### src/rtl/rrgrant.sv
// rrgrant: round-robin arbiter with a registered one-hot grant and a valid/ready handshake
module rrgrant #(
  parameter int N = 8
) (
  input  logic         clk,
  input  logic         rst,
  input  logic [N-1:0] req,
  output logic [N-1:0] ack,
  output logic [N-1:0] sel,
  output logic         out_valid,
  input  logic         out_ready
);
  typedef enum logic {IDLE, GRANT} state_t;
  state_t state_q, state_d;
  logic [N-1:0] sel_q, sel_d, cand, win;
  logic [2:0] ptr_q, ptr_d, gidx, base, idx;
  logic hs, upd, any;
  assign sel = sel_q;
  assign out_valid = state_q == GRANT;
  assign hs = out_valid & out_ready;
  assign ack = sel_q & {N{hs}};
  assign upd = !out_valid || hs;
  always_comb begin
    gidx = '0;
    for (int i = 0; i < N; i++) gidx = sel_q[i] ? 3'(i) : gidx;
  end
  // The granted requester is masked only for the arbitration done in its handshake cycle.
  always_comb begin
    base = hs ? gidx + 3'd1 : ptr_q;
    cand = hs ? req & ~sel_q : req;
    win = '0;
    any = 1'b0;
    idx = '0;
    for (int k = 0; k < N; k++) begin
      idx = base + 3'(k);
      if (!any && cand[idx]) begin
        win[idx] = 1'b1;
        any = 1'b1;
      end
    end
  end
  always_comb begin
    state_d = upd ? (any ? GRANT : IDLE) : state_q;
    sel_d = upd ? win : sel_q;
    ptr_d = hs ? gidx + 3'd1 : ptr_q;
  end
  always_ff @(posedge clk) begin
    if (rst) begin
      state_q <= IDLE;
      sel_q <= '0;
      ptr_q <= '0;
    end else begin
      state_q <= state_d;
      sel_q <= sel_d;
      ptr_q <= ptr_d;
    end
  end
endmodule

### config.mk
export PLATFORM = sky130hd
export DESIGN_NAME = rrgrant
export DESIGN_NICKNAME = d
export VERILOG_FILES = /design/src/rtl/rrgrant.sv
export SDC_FILE = /design/constraint.sdc
export NUM_CORES = 1
export LEC_CHECK = 0
export ABC_CLOCK_PERIOD_IN_PS = 9400
export BUFFER_PORTS_ARGS = -buffer_cell sky130_fd_sc_hd__buf_2
export CAP_MARGIN = 30
export CORE_MARGIN = 1.5
export CORE_UTILIZATION = 60
export CTS_CLUSTER_DIAMETER = 80
export DETAILED_ROUTE_END_ITERATION = 10
export GPL_TIMING_DRIVEN = 0
export PLACE_DENSITY = 0.8
export SYNTH_ARGS = -nofsm -noshare
export SYNTH_HDL_FRONTEND = slang
export SYNTH_SLANG_ARGS = --single-unit
### constraint.sdc
create_clock -name clk -period 9.4 [get_ports clk]
set_input_delay 0.47 -clock clk [delete_from_list [all_inputs] [get_ports clk]]
set_output_delay 0.47 -clock clk [all_outputs]
set_load 0.01 [all_outputs]
# --- Word level (Yosys, flattened, before mapping) ---
# Cells that the tools add are included.
op_classes:
  addsub: 8
  n_reduce_logical: 24
  mux: 58
  order_cmp: 16
  bitwise_logic: 11
op_table:
  columns: ["op", "count"]
  rows:
  - ["2-to-1 mux 8 bit", 9]
  - ["bitwise OR 8 bit", 7]
  - ["less-than comparator 3 x 4 -> 1 bit (second input constant)", 8]
  - ["2-to-1 mux 1 bit", 26]
  - ["binary-select mux 1 bit (select 3 bit)", 8]
  - ["demux 1 bit (select 3 bit)", 8]
  - ["greater-or-equal comparator 3 x 1 -> 1 bit (second input constant)", 8]
  - ["AND 8 bit", 2]
  - ["logical AND 1 bit", 15]
  - ["2-to-1 mux 3 bit", 5]
  - ["adder 3 bit (second input constant)", 4]
  - ["zero test 1 bit", 8]
  - ["inverter 8 bit", 1]
  - ["adder 3 x 1 -> 3 bit (second input constant)", 2]
  - ["adder 3 x 2 -> 3 bit (second input constant)", 2]
  - ["2-to-1 mux 2 bit", 2]
  - ["AND 1 bit", 1]
  - ["logical OR 1 bit", 1]
word_totals:
  in_bits: 11
  regBits: 12
  output_inout_bits: 17

# --- Logic depth before layout (Yosys ltp) ---
# Gate-level depths: netlist of the first run.
logic_depth:
  depth_word: 34
  ltp_mapped: 16
  mapped_depth_nobuf: 13

# --- Worst setup path before layout of the first run ---
# Ideal clock, no wire load.
synth_path:
  path_kind: "reg-to-reg"
  from: "register sel_q[5] (netlist: sel[5])"
  to: "register sel_q[2] (netlist: sel[2])"
  period_less_slack_ps: 4237
  stages_incl_launch_ff: 16
  setup_time_ps: 91
  path_buffers: 2
  setup_slack_ps: 5163
  required_ps: 9309
  arrival_time_ps: 4146
  cell_sequence: "dfxtp_1 -> inv_2 -> a221o_1 -> nand2b_1 -> ha_1 -> mux2i_1 -> inv_1 -> ha_1 -> buf_1 -> inv_1 -> mux4_2 -> buf_6 -> or3b_4 -> nor4b_4 -> nand2_1 -> a311oi_1"
synth_via:
  elab_chain_len: 29
synth_lines:
  columns: ["item", "line", "rtl"]
  rows:
  - ["start, declared", "15", "logic [N-1:0] sel_q, sel_d, cand, win;"]
  - ["start signal, assigned", "54", "sel_q <= sel_d;"]
  - ["branches (longest 28 deep; another with less-than comparator 3 x 4 -> 1 bit)", null, null]
  - ["2-to-1 mux 8 bit *", "36", "if (!any && cand[idx]) begin"]
# Mark *: on every way between the ends. The select of a mux whose other input is x is not followed.
# A chain may end at the register's enable or synchronous reset.

# --- Worst setup path after layout of the first run ---
layout_path:
  from: "register sel_q[7] (netlist: sel[7])"
  to: "register sel_q[7] (netlist: sel[7])"
layout_via:
  elab_chain_len: 27
layout_lines:
  columns: ["item", "line"]
  rows:
  - ["branches (longest 26 deep; another with less-than comparator 3 x 4 -> 1 bit)", null]
  - ["2-to-1 mux 8 bit *", "36"]
# Marks and branches as above.

==> metrics.cfg, run 1 <==
[routing]
post_drt_wl_per_cell_um=19.5
drt_iter0_drc=376
dr.max_layer_used=met4
drc=0
wl_met1_um=2750
met3_length_um=742
antenna_left=0
dr.pass1.iters=6
route.met2.wl_um=3210
totalWireLength_um=6950
via_per_inst=7.06
vias=2514

[cells_and_area]
final_cell_mix=33 x buf_2, 33 x nand2_1, 28 x nor2_1
drive_gt1_frac=0.208
multi_input_area_um2=1660
regArea_um2=240
fillCellCount=274
num_antenna_cells=0
nets=326
syn_to_final_growth_pct=10.9

[clock_network]
ctsResizeCount=0
postCtsHoldBufs=0
htreeDepth=1
cts_num_sinks=12
numCtsBuffers=3
clkLatencyLatePin_ns=0.27
clk_pin_slew_worst_paths_ns=0.07
cts_tree=done
clockBufferDepth=2
postCtsSetupBuffers=0
cts-root-buf=clkbuf_4

[yosys]
synth-edff-count=0
ys_async_sr_fraction=0
synth.cell_area_um2=2020
syn_avg_cell_area_um2=7.18
ys_seq_area_frac=0.119
synth_top_area_frac=0.119
synthDominantAreaCellType=dfxtp_1
synth_area_leaders=dfxtp_1 12%, nand2_1 6.1%, nor2_1 5.2%
ys_ff_latch=12
synth-main-ff-cell=dfxtp_1
syn-num-nets=295
yosysWarnings=0
syn_inst=282
yosysUniqueCellTypes=71

[grt]
grt-ovfl-total=0
grt_max_degree=11
antenna_found_initial=0
grt_pass1_wl_um=10700
groute.usage.overall=0.387
grt_pass1_vias=2261

[setup_path]
cp_data_arrival_time_ns=5.46
startpoint_type=flop
worst_path_dominant_cell_family=buffers and inverters
crit_chain=clkbuf_1 > clkbuf_1 > nor2_1 > o31ai_1 > ha_1 > mux2i_1 > inv_1 > ha_1 > buf_1 > inv_1 > mux4_2 > buf_6 > or3b_4 > nor4b_4 > a21oi_1 > a311oi_1
reg2reg_to=sel[7]$_SDFFE_PP0P_
r2r_setup_slack_ns=4.12
rr_worst_depth=16
crit_start=sel[7]$_SDFFE_PP0P_
r2r-start=sel[7]$_SDFFE_PP0P_
cp.required_ns=9.58
cp_num_buf_inv=6
endpoint=sel[7]$_SDFFE_PP0P_
worstPathMaxFanout=10
max_stage_delay_ns=0.53
setup.worst_path.end_class=flop
path_depth=16
slowest_stage=mux2i_1
crit_type=reg2reg

[place]
place_congestion=0.964
port_buffers=26
hpwl_um=5240

[sta]
hold_viol_final=0
relSlewSlack=0.490
setup_viol=0
worst_pin_slew_ns=0.746
finalClockSkew_ns=0.00145
rsz0062_at_grt=false
max_freq_mhz=189
finalSetupTns_ns=0
post-route-period-util=0.561
slew_viol_final=0
period_needed_ns=5.28

[floorplanning]
pin_count=28
dieArea_um2=3730
dieHeight_um=61.1
core_um2=3130
initial_utilization=0.647
num_rows=20
die_w_um=61.1

[run]
maxCapViolations=0

[run_status]
status=complete, no violations

[min_path]
hold_path_class=in2reg

==> per-layer routing <==
| metal | up-vias | global-route usage |
|---|---|---|
| met5 | - | 0 |
| met3 | 37 | 0.101 |
| met2 | 187 | 0.622 |
| met4 | 0 | 0.152 |
| met1 | 1150 | 0.496 |
| li1 | 1140 | - |
==> worst min-delay path, stage by stage <==
cell and delay (ns):
buf_2 0.09, o21bai_1 0.10, a31oi_1 0.04
==> layout make-up <==
type / count / area share
well taps: 44 / 0.0245
clock buffers: 4 / 0.0162
inverters: 8 / 0.0134
multi-input cells: 241 / 0.737
repair buffers: 26 / 0.0579
plain buffers: 21 / 0.0440
flip-flops and latches: 12 / 0.107
==> flip-flops by register name (all words and copies together), names as in the netlist <==
register / flops
out_valid: 1
ptr_q: 3
sel: 8
==> metrics by stage <==
stage	hold WS (ns)	instance area, um^2	utilization	instances	worst slack (ns)
final	0.473	2250	0.718	356	4.12
after global routing	0.463	2250	0.718	356	3.73
after CTS	0.456	2250	0.718	356	4.28
after detailed placement	0.570	2210	0.706	352	4.34
after global placement	0.581	2210	0.706	352	4.35
after floorplan	0.533	2020	-	282	5.16
==> synth_stat cells, types with 7 or more instances <==
| library cell | count |
|---|---|
| nand2_1 | 33 |
| nor2_1 | 28 |
| nor3_1 | 13 |
| dfxtp_1 | 12 |
| clkbuf_1 | 10 |
| mux2i_1 | 10 |
| nand3_1 | 10 |
| o21ai_0 | 9 |
| a21oi_1 | 8 |
| and3_1 | 8 |
| a31oi_1 | 7 |
| buf_2 | 7 |
| mux2_2 | 7 |
| nand2b_1 | 7 |
==> logic make-up after synthesis <==
logic type | after synthesis | share of synthesized area
AND/OR/NAND/NOR | 130 | 0.337
AO/OA/AOI/OAI | 81 | 0.302
buffers and inverters | 29 | 0.0637
multiplexers | 22 | 0.137
flip-flops | 12 | 0.119
XOR/XNOR | 6 | 0.0297
adder cells (fa/ha/maj) | 2 | 0.0124
==> how the worst min path moves through the flow <==
stage | from | to | slack, ns | cells after the start
finish | rst | sel[5]$_SDFFE_PP0P_ | 0.47 | 3
floorplan | sel[0]$_SDFFE_PP0P_ | sel[0]$_SDFFE_PP0P_ | 0.53 | 2
global route | rst | sel[4]$_SDFFE_PP0P_ | 0.46 | 3
CTS | rst | sel[5]$_SDFFE_PP0P_ | 0.46 | 3
detailed placement | sel[2]$_SDFFE_PP0P_ | sel[2]$_SDFFE_PP0P_ | 0.57 | 2
global placement | sel[2]$_SDFFE_PP0P_ | sel[2]$_SDFFE_PP0P_ | 0.58 | 2
Power of run 1 is not shown: default switching activity piles up to over one toggle a cycle in this logic, so the estimate is an artifact.
==> run 2, diff against run 1 <==
ABC_CLOCK_PERIOD_IN_PS = 4750   (was 9400)
CORE_UTILIZATION = 53   (was 60)
PLACE_DENSITY = 0.74   (was 0.8)
clock period = 4.75 ns   (was 9.4 ns; I/O delays follow)
==> run 2 against run 1 <==
Effect of this change:
- sequential cell count stayed put
- setup slack worse by 3.9 ns
- clock skew is 0.0013 ns lower
==> metrics.cfg, run 2 (synthesized netlist as in run 1, its figures left out) <==
[cells_and_area]
final_cell_mix=33 x buf_2, 33 x nand2_1, 28 x nor2_1
num_antenna_cells=0  ; unchanged
syn_to_final_growth_pct=12.8
post-route-util=0.624  ; -0.0943
drive_gt1_frac=0.222  ; +0.0135
largest_register_ffs=8  ; unchanged
nets=326  ; unchanged

[floorplanning]
die_w_um=64.8  ; +6.1%
dieArea_um2=4200  ; +13%
initial_utilization=0.553  ; -0.0942
pin_count=28  ; unchanged
dieHeight_um=64.8  ; +6.1%
core_um2=3660  ; +17%
num_rows=22  ; +10%

[sta]
relSlewSlack=0.514  ; +0.0246
hold_viol_final=0  ; unchanged
finalClockSkew_ns=0.000135  ; -0.00131 ns
max_freq_mhz=221  ; +17%
post-route-period-util=0.953  ; +0.392
rsz0062_at_grt=false
worst_pin_slew_ns=0.729  ; -0.0176 ns
slew_viol_final=0  ; unchanged
setup_viol=0  ; unchanged
period_needed_ns=4.53  ; -0.750 ns
setup_ws_ns=0.223  ; -3.90 ns

[setup_path]
cp.required_ns=4.89  ; -4.69 ns
cp_num_buf_inv=4  ; -2
crit_chain=inv_2 > a221o_1 > nand2b_1 > ha_1 > mux2i_4 > inv_1 > ha_2 > inv_1 > mux4_2 > nand3_2 > buf_4 > o41ai_1 > nand2_1 > a311oi_1
worstPathMaxFanout=10  ; unchanged
crit_type=reg2reg
max_stage_delay_ns=0.52  ; about the same
startpoint_type=flop
slowest_stage=dfxtp_1
cp_data_arrival_time_ns=4.66  ; -0.80 ns
cp_common_cell=inv_1
setup.worst_path.end_class=flop
worst_path_dominant_cell_family=compound AO/OA/AOI/OAI gates

[run]
maxCapViolations=0  ; unchanged

[clock_network]
htreeDepth=1  ; unchanged
postCtsHoldBufs=0  ; unchanged
clk_pin_slew_worst_paths_ns=0.05  ; -0.02 ns
clockBufferDepth=2  ; unchanged
cts_tree=done
numCtsBuffers=3  ; unchanged
cts-root-buf=clkbuf_8
cts_num_sinks=12  ; unchanged
clkLatencyLatePin_ns=0.23  ; -0.04 ns

[routing]
antenna_left=0  ; unchanged
vias=2442  ; -2.9%
post_drt_wl_per_cell_um=19.2  ; -1.9%
drc=0  ; unchanged
totalWireLength_um=6880  ; -1.1%
via_per_inst=6.80  ; -3.7%
dr.pass1.iters=5  ; -1
drt_iter0_drc=314  ; -16%

[place]
dp_slack_ns=-0.270  ; -4.62 ns
port_buffers=26  ; unchanged
hpwl_um=5230  ; -0.24%
place_congestion=0.997  ; +3.3%

[grt]
groute.usage.overall=0.335  ; -0.0517
grt_pass1_wl_um=11000  ; +2.6%
grt-ovfl-total=0  ; unchanged
grt_busiest_layer=met2
use_met3=0.0590  ; -0.0418
met2_usage=0.553  ; -0.0687
grt_max_degree=11  ; unchanged
grtUsageMet1=0.438  ; -0.0586
antenna_found_initial=0  ; unchanged
grt_pass1_vias=2185  ; -3.4%

[min_path]
hold_path_class=in2reg

[run_status]
status=complete, no violations

-- run 2: cell type report --
type                    instances  area (um^2)
multi-input cells             241         1680
fillers                       344         1380
flip-flops and latches         12          240
repair buffers                 27          138
plain buffers                  20         96.3
well taps                      48         60.1
clock buffers                   3         41.3
inverters                       8         30.0
-- run 2: worst min-delay path: stages --
cell	delay, ns
buf_2	0.09
o21bai_1	0.10
a31oi_1	0.04
-- run 2: timing repair --
action / in CTS / in global routing
setup endpoints to repair: 8 / 8
gates resized for setup: 3 / 2
pin swaps: 1 / 0
buffers inserted: 1 / 0
-- run 2: path summary, 6_finish.rpt --
path                  startpoint                  end  slack [ns]  depth (start not counted)
min reg2reg  sel[0]$_SDFFE_PP0P_  sel[0]$_SDFFE_PP0P_        0.56                          2
max          sel[5]$_SDFFE_PP0P_  sel[7]$_SDFFE_PP0P_        0.22                         14
max reg2reg  sel[5]$_SDFFE_PP0P_  sel[7]$_SDFFE_PP0P_        0.22                         14
min                          rst  sel[5]$_SDFFE_PP0P_        0.28                          3
-- run 2: metal layers --
| layer | wire, um | share of wire |
|---|---|---|
| met1 | 2950 | 0.43 |
| met2 | 3200 | 0.47 |
| met3 | 466 | 0.068 |
| met4 | 257 | 0.037 |
| met5 | 0 | 0 |
-- run 2: through the flow --
step	instance area [um^2]	cells	hold slack [ns]	setup TNS [ns]
2_1_floorplan	2020	282	0.403	0
3_3_place_gp	2210	356	0.531	-1.83
3_5_place_dp	2210	356	0.535	-1.67
4_1_cts	2280	360	0.288	0
5_1_grt	2280	359	0.293	0
6_report	2280	359	0.284	0
Power of run 2 is left out for the same reason.
==> run 3, diff against run 2 <==
ABC_AREA = 1   (was unset)
CAP_MARGIN = 40   (was 30)
CELL_PAD_IN_SITES_DETAIL_PLACEMENT = 1   (was unset)
CELL_PAD_IN_SITES_GLOBAL_PLACEMENT = 1   (was unset)
CORE_UTILIZATION = 36   (was 53)
PLACE_DENSITY = 0.75   (was 0.74)
==> run 3 against run 2 <==
Effect of this change:
- die area is 53% higher
- sequential cell count stayed put
- clock-buffer cell count stayed put
- sequential share of layout area is 0.53 points lower
- hold slack worse by 0.062 ns
- clock skew is 0.0038 ns higher
- routed wire length is 11% higher
- final cell count is 36% higher
- global-route usage is 8.2 points lower
==> metrics.cfg, run 3 <==
[floorplanning]
die_w_um=80.0  ; +24%
num_rows=27  ; +23%
core_um2=5610  ; +53%
dieHeight_um=80.0  ; +24%
dieArea_um2=6410  ; +53%
pin_count=28  ; unchanged
initial_utilization=0.381  ; -0.172

[routing]
drc=0  ; unchanged
totalWireLength_um=7650  ; +11%
post_drt_wl_per_cell_um=15.6  ; -19%
vias=2634  ; +7.9%
antenna_left=0  ; unchanged
dr.pass1.iters=4  ; -1
drt_iter0_drc=118  ; -62%
via_per_inst=5.38  ; -21%

[sta]
post-route-period-util=0.835  ; -0.118
worst_pin_slew_ns=0.564  ; -0.164 ns
rsz0062_at_grt=false
period_needed_ns=3.97  ; -0.561 ns
setup_viol=0  ; unchanged
max_freq_mhz=252  ; +14%
slew_viol_final=0  ; unchanged
timing.hold.ws_ns=0.222  ; -0.0618 ns
setup_ws_ns=0.784  ; +0.561 ns
finalClockSkew_ns=0.00391  ; +0.00378 ns
relSlewSlack=0.620  ; +0.106
hold_viol_final=0  ; unchanged
finalSetupTns_ns=0  ; unchanged

[place]
port_buffers=27  ; +3.8%
place_area_um2=2360  ; +6.7%
dp_slack_ns=0.822  ; +1.09 ns
place_congestion=0.832  ; -17%
hpwl_um=6170  ; +18%

[cells_and_area]
num_antenna_cells=0  ; unchanged
final_common_cell=nand3_1
syn_to_final_growth_pct=12.5
nets=433  ; +33%
largest_register_ffs=8  ; unchanged
finalInstanceArea_um2=2400  ; +5.3%
regArea_um2=240  ; unchanged
fillCellCount=846  ; +150%
multi_input_area_um2=1520  ; -9.5%
drive_gt1_frac=0.201  ; -0.0209
final_cell_mix=88 x nand3_1, 64 x nand2_1, 58 x inv_1

[setup_path]
cp.required_ns=4.94  ; +0.05 ns
startpoint_type=flop
worstPathMaxFanout=10  ; unchanged
setup.worst_path.end_class=flop
crit_type=reg2reg
cp_data_arrival_time_ns=4.16  ; -0.50 ns

[run]
maxCapViolations=0  ; unchanged

[yosys]
ys_ff_latch=12  ; unchanged
synth-edff-count=0  ; unchanged
synthDominantAreaCellType=nand3_1
synth.cell_area_um2=2140  ; +5.6%
synth_area_leaders=nand3_1 21%, dfxtp_1 11%, nand2_1 11%
syn_inst=388  ; +38%
ys_seq_area_frac=0.112  ; -0.00625
syn_avg_cell_area_um2=5.51  ; -23%
yosysUniqueCellTypes=32  ; -55%
yosysWarnings=0  ; unchanged
ys_async_sr_fraction=0  ; unchanged
syn-num-nets=401  ; +36%
synth-main-ff-cell=dfxtp_1
synth_most_common_cell=nand3_1
synth_common_cells=88 x nand3_1, 64 x nand2_1, 58 x inv_1, 57 x nor2_1, 20 x nand4_1
synth_top_area_frac=0.206  ; +0.0874

[clock_network]
cts_num_sinks=12  ; unchanged
clkLatencyLatePin_ns=0.24  ; about the same
numCtsBuffers=3  ; unchanged
clockBufferDepth=2  ; unchanged
postCtsHoldBufs=0  ; unchanged
clk_pin_slew_worst_paths_ns=0.05  ; about the same
postCtsSetupBuffers=0  ; -1
cts-root-buf=clkbuf_8
htreeDepth=1  ; unchanged
ctsResizeCount=0  ; -3
cts_tree=done

[grt]
grt_max_degree=11  ; unchanged
grt-ovfl-total=0  ; unchanged
antenna_found_initial=0  ; unchanged
grt_pass1_vias=2518  ; +15%
groute.usage.overall=0.254  ; -0.0816
grt_pass1_wl_um=12800  ; +16%

[power_and_ir_drop]
power_density_nw_per_um2=433
design_power_total_mw=1.04
irDropWorstVdd_mv=0.237
p_leak_nw=1.26

[run_status]
status=complete, no violations

[min_path]
hold_path_class=in2reg

-- run 3: routing by layer --
metal  track usage  vias up  wire length [um]
met5             0        -                 0
met4        0.0362        0                53
met3        0.0103        6               215
met2         0.434       46              3730
met1         0.357     1259              3650
li1              -     1323                 -
-- run 3: worst paths after layout --
path                        from             endpoint  slack, ns  depth (start not counted)
max reg2reg  sel[2]$_SDFFE_PP0P_  sel[5]$_SDFFE_PP0P_       0.78                         24
max          sel[2]$_SDFFE_PP0P_  sel[5]$_SDFFE_PP0P_       0.78                         24
min reg2reg  sel[0]$_SDFFE_PP0P_  sel[0]$_SDFFE_PP0P_       0.60                          4
min                          rst  ptr_q[1]$_SDFF_PP0_       0.22                          2
-- run 3: cell type report --
class | count | share of cell area
well taps | 72 | 0.0375
clock buffers | 3 | 0.0172
repair buffers | 27 | 0.0562
multi-input cells | 293 | 0.632
inverters | 69 | 0.108
flip-flops and latches | 12 | 0.0999
plain buffers | 14 | 0.0495
-- run 3: cells by family after synthesis --
kind of cell,synth area share
xor gates and xnor gates,0.00410
and+or+nand+nor,0.617
DFF,0.112
AOI/OAI and AO/OA,0.0785
adders and majority gates,0.0117
buffers and inverters,0.177
-- run 3: through the flow --
| step | util | instances |
|---|---|---|
| after floorplan | - | 388 |
| after global placement | 0.421 | 487 |
| after detailed placement | 0.421 | 487 |
| after CTS | 0.429 | 490 |
| after global routing | 0.429 | 490 |
| final | 0.429 | 490 |
-- run 3: critical path, cell delays in order, from the launching register on --
cell and delay [ns]:
dfxtp_1 0.40, inv_2 0.08, nand2_1 0.06, nand2_1 0.04, nand2_1 0.05, nand2_1 0.06, nand2_2 0.09, nand2_1 0.06
ha_1 0.34, o21ai_4 0.27, inv_2 0.11, buf_4 0.19, ha_1 0.36, clkinv_1 0.32, nand3_2 0.21, nand3_1 0.08
nand2_1 0.12, nand2_1 0.10, nor2_4 0.20, nand4_2 0.25, nor2_1 0.23, nor2_1 0.10, nand3_1 0.10, nand2_1 0.06
inv_1 0.04
-- run 3: report_power, final --
group	internal (mW)	leakage [nW]	switching [mW]
Clock	0.0557	0.0216	0.0349
Combinational	0.235	1.14	0.582
Sequential	0.117	0.0988	0.0152
Total	0.408	1.26	0.632
(Power assumes the default switching activity.)
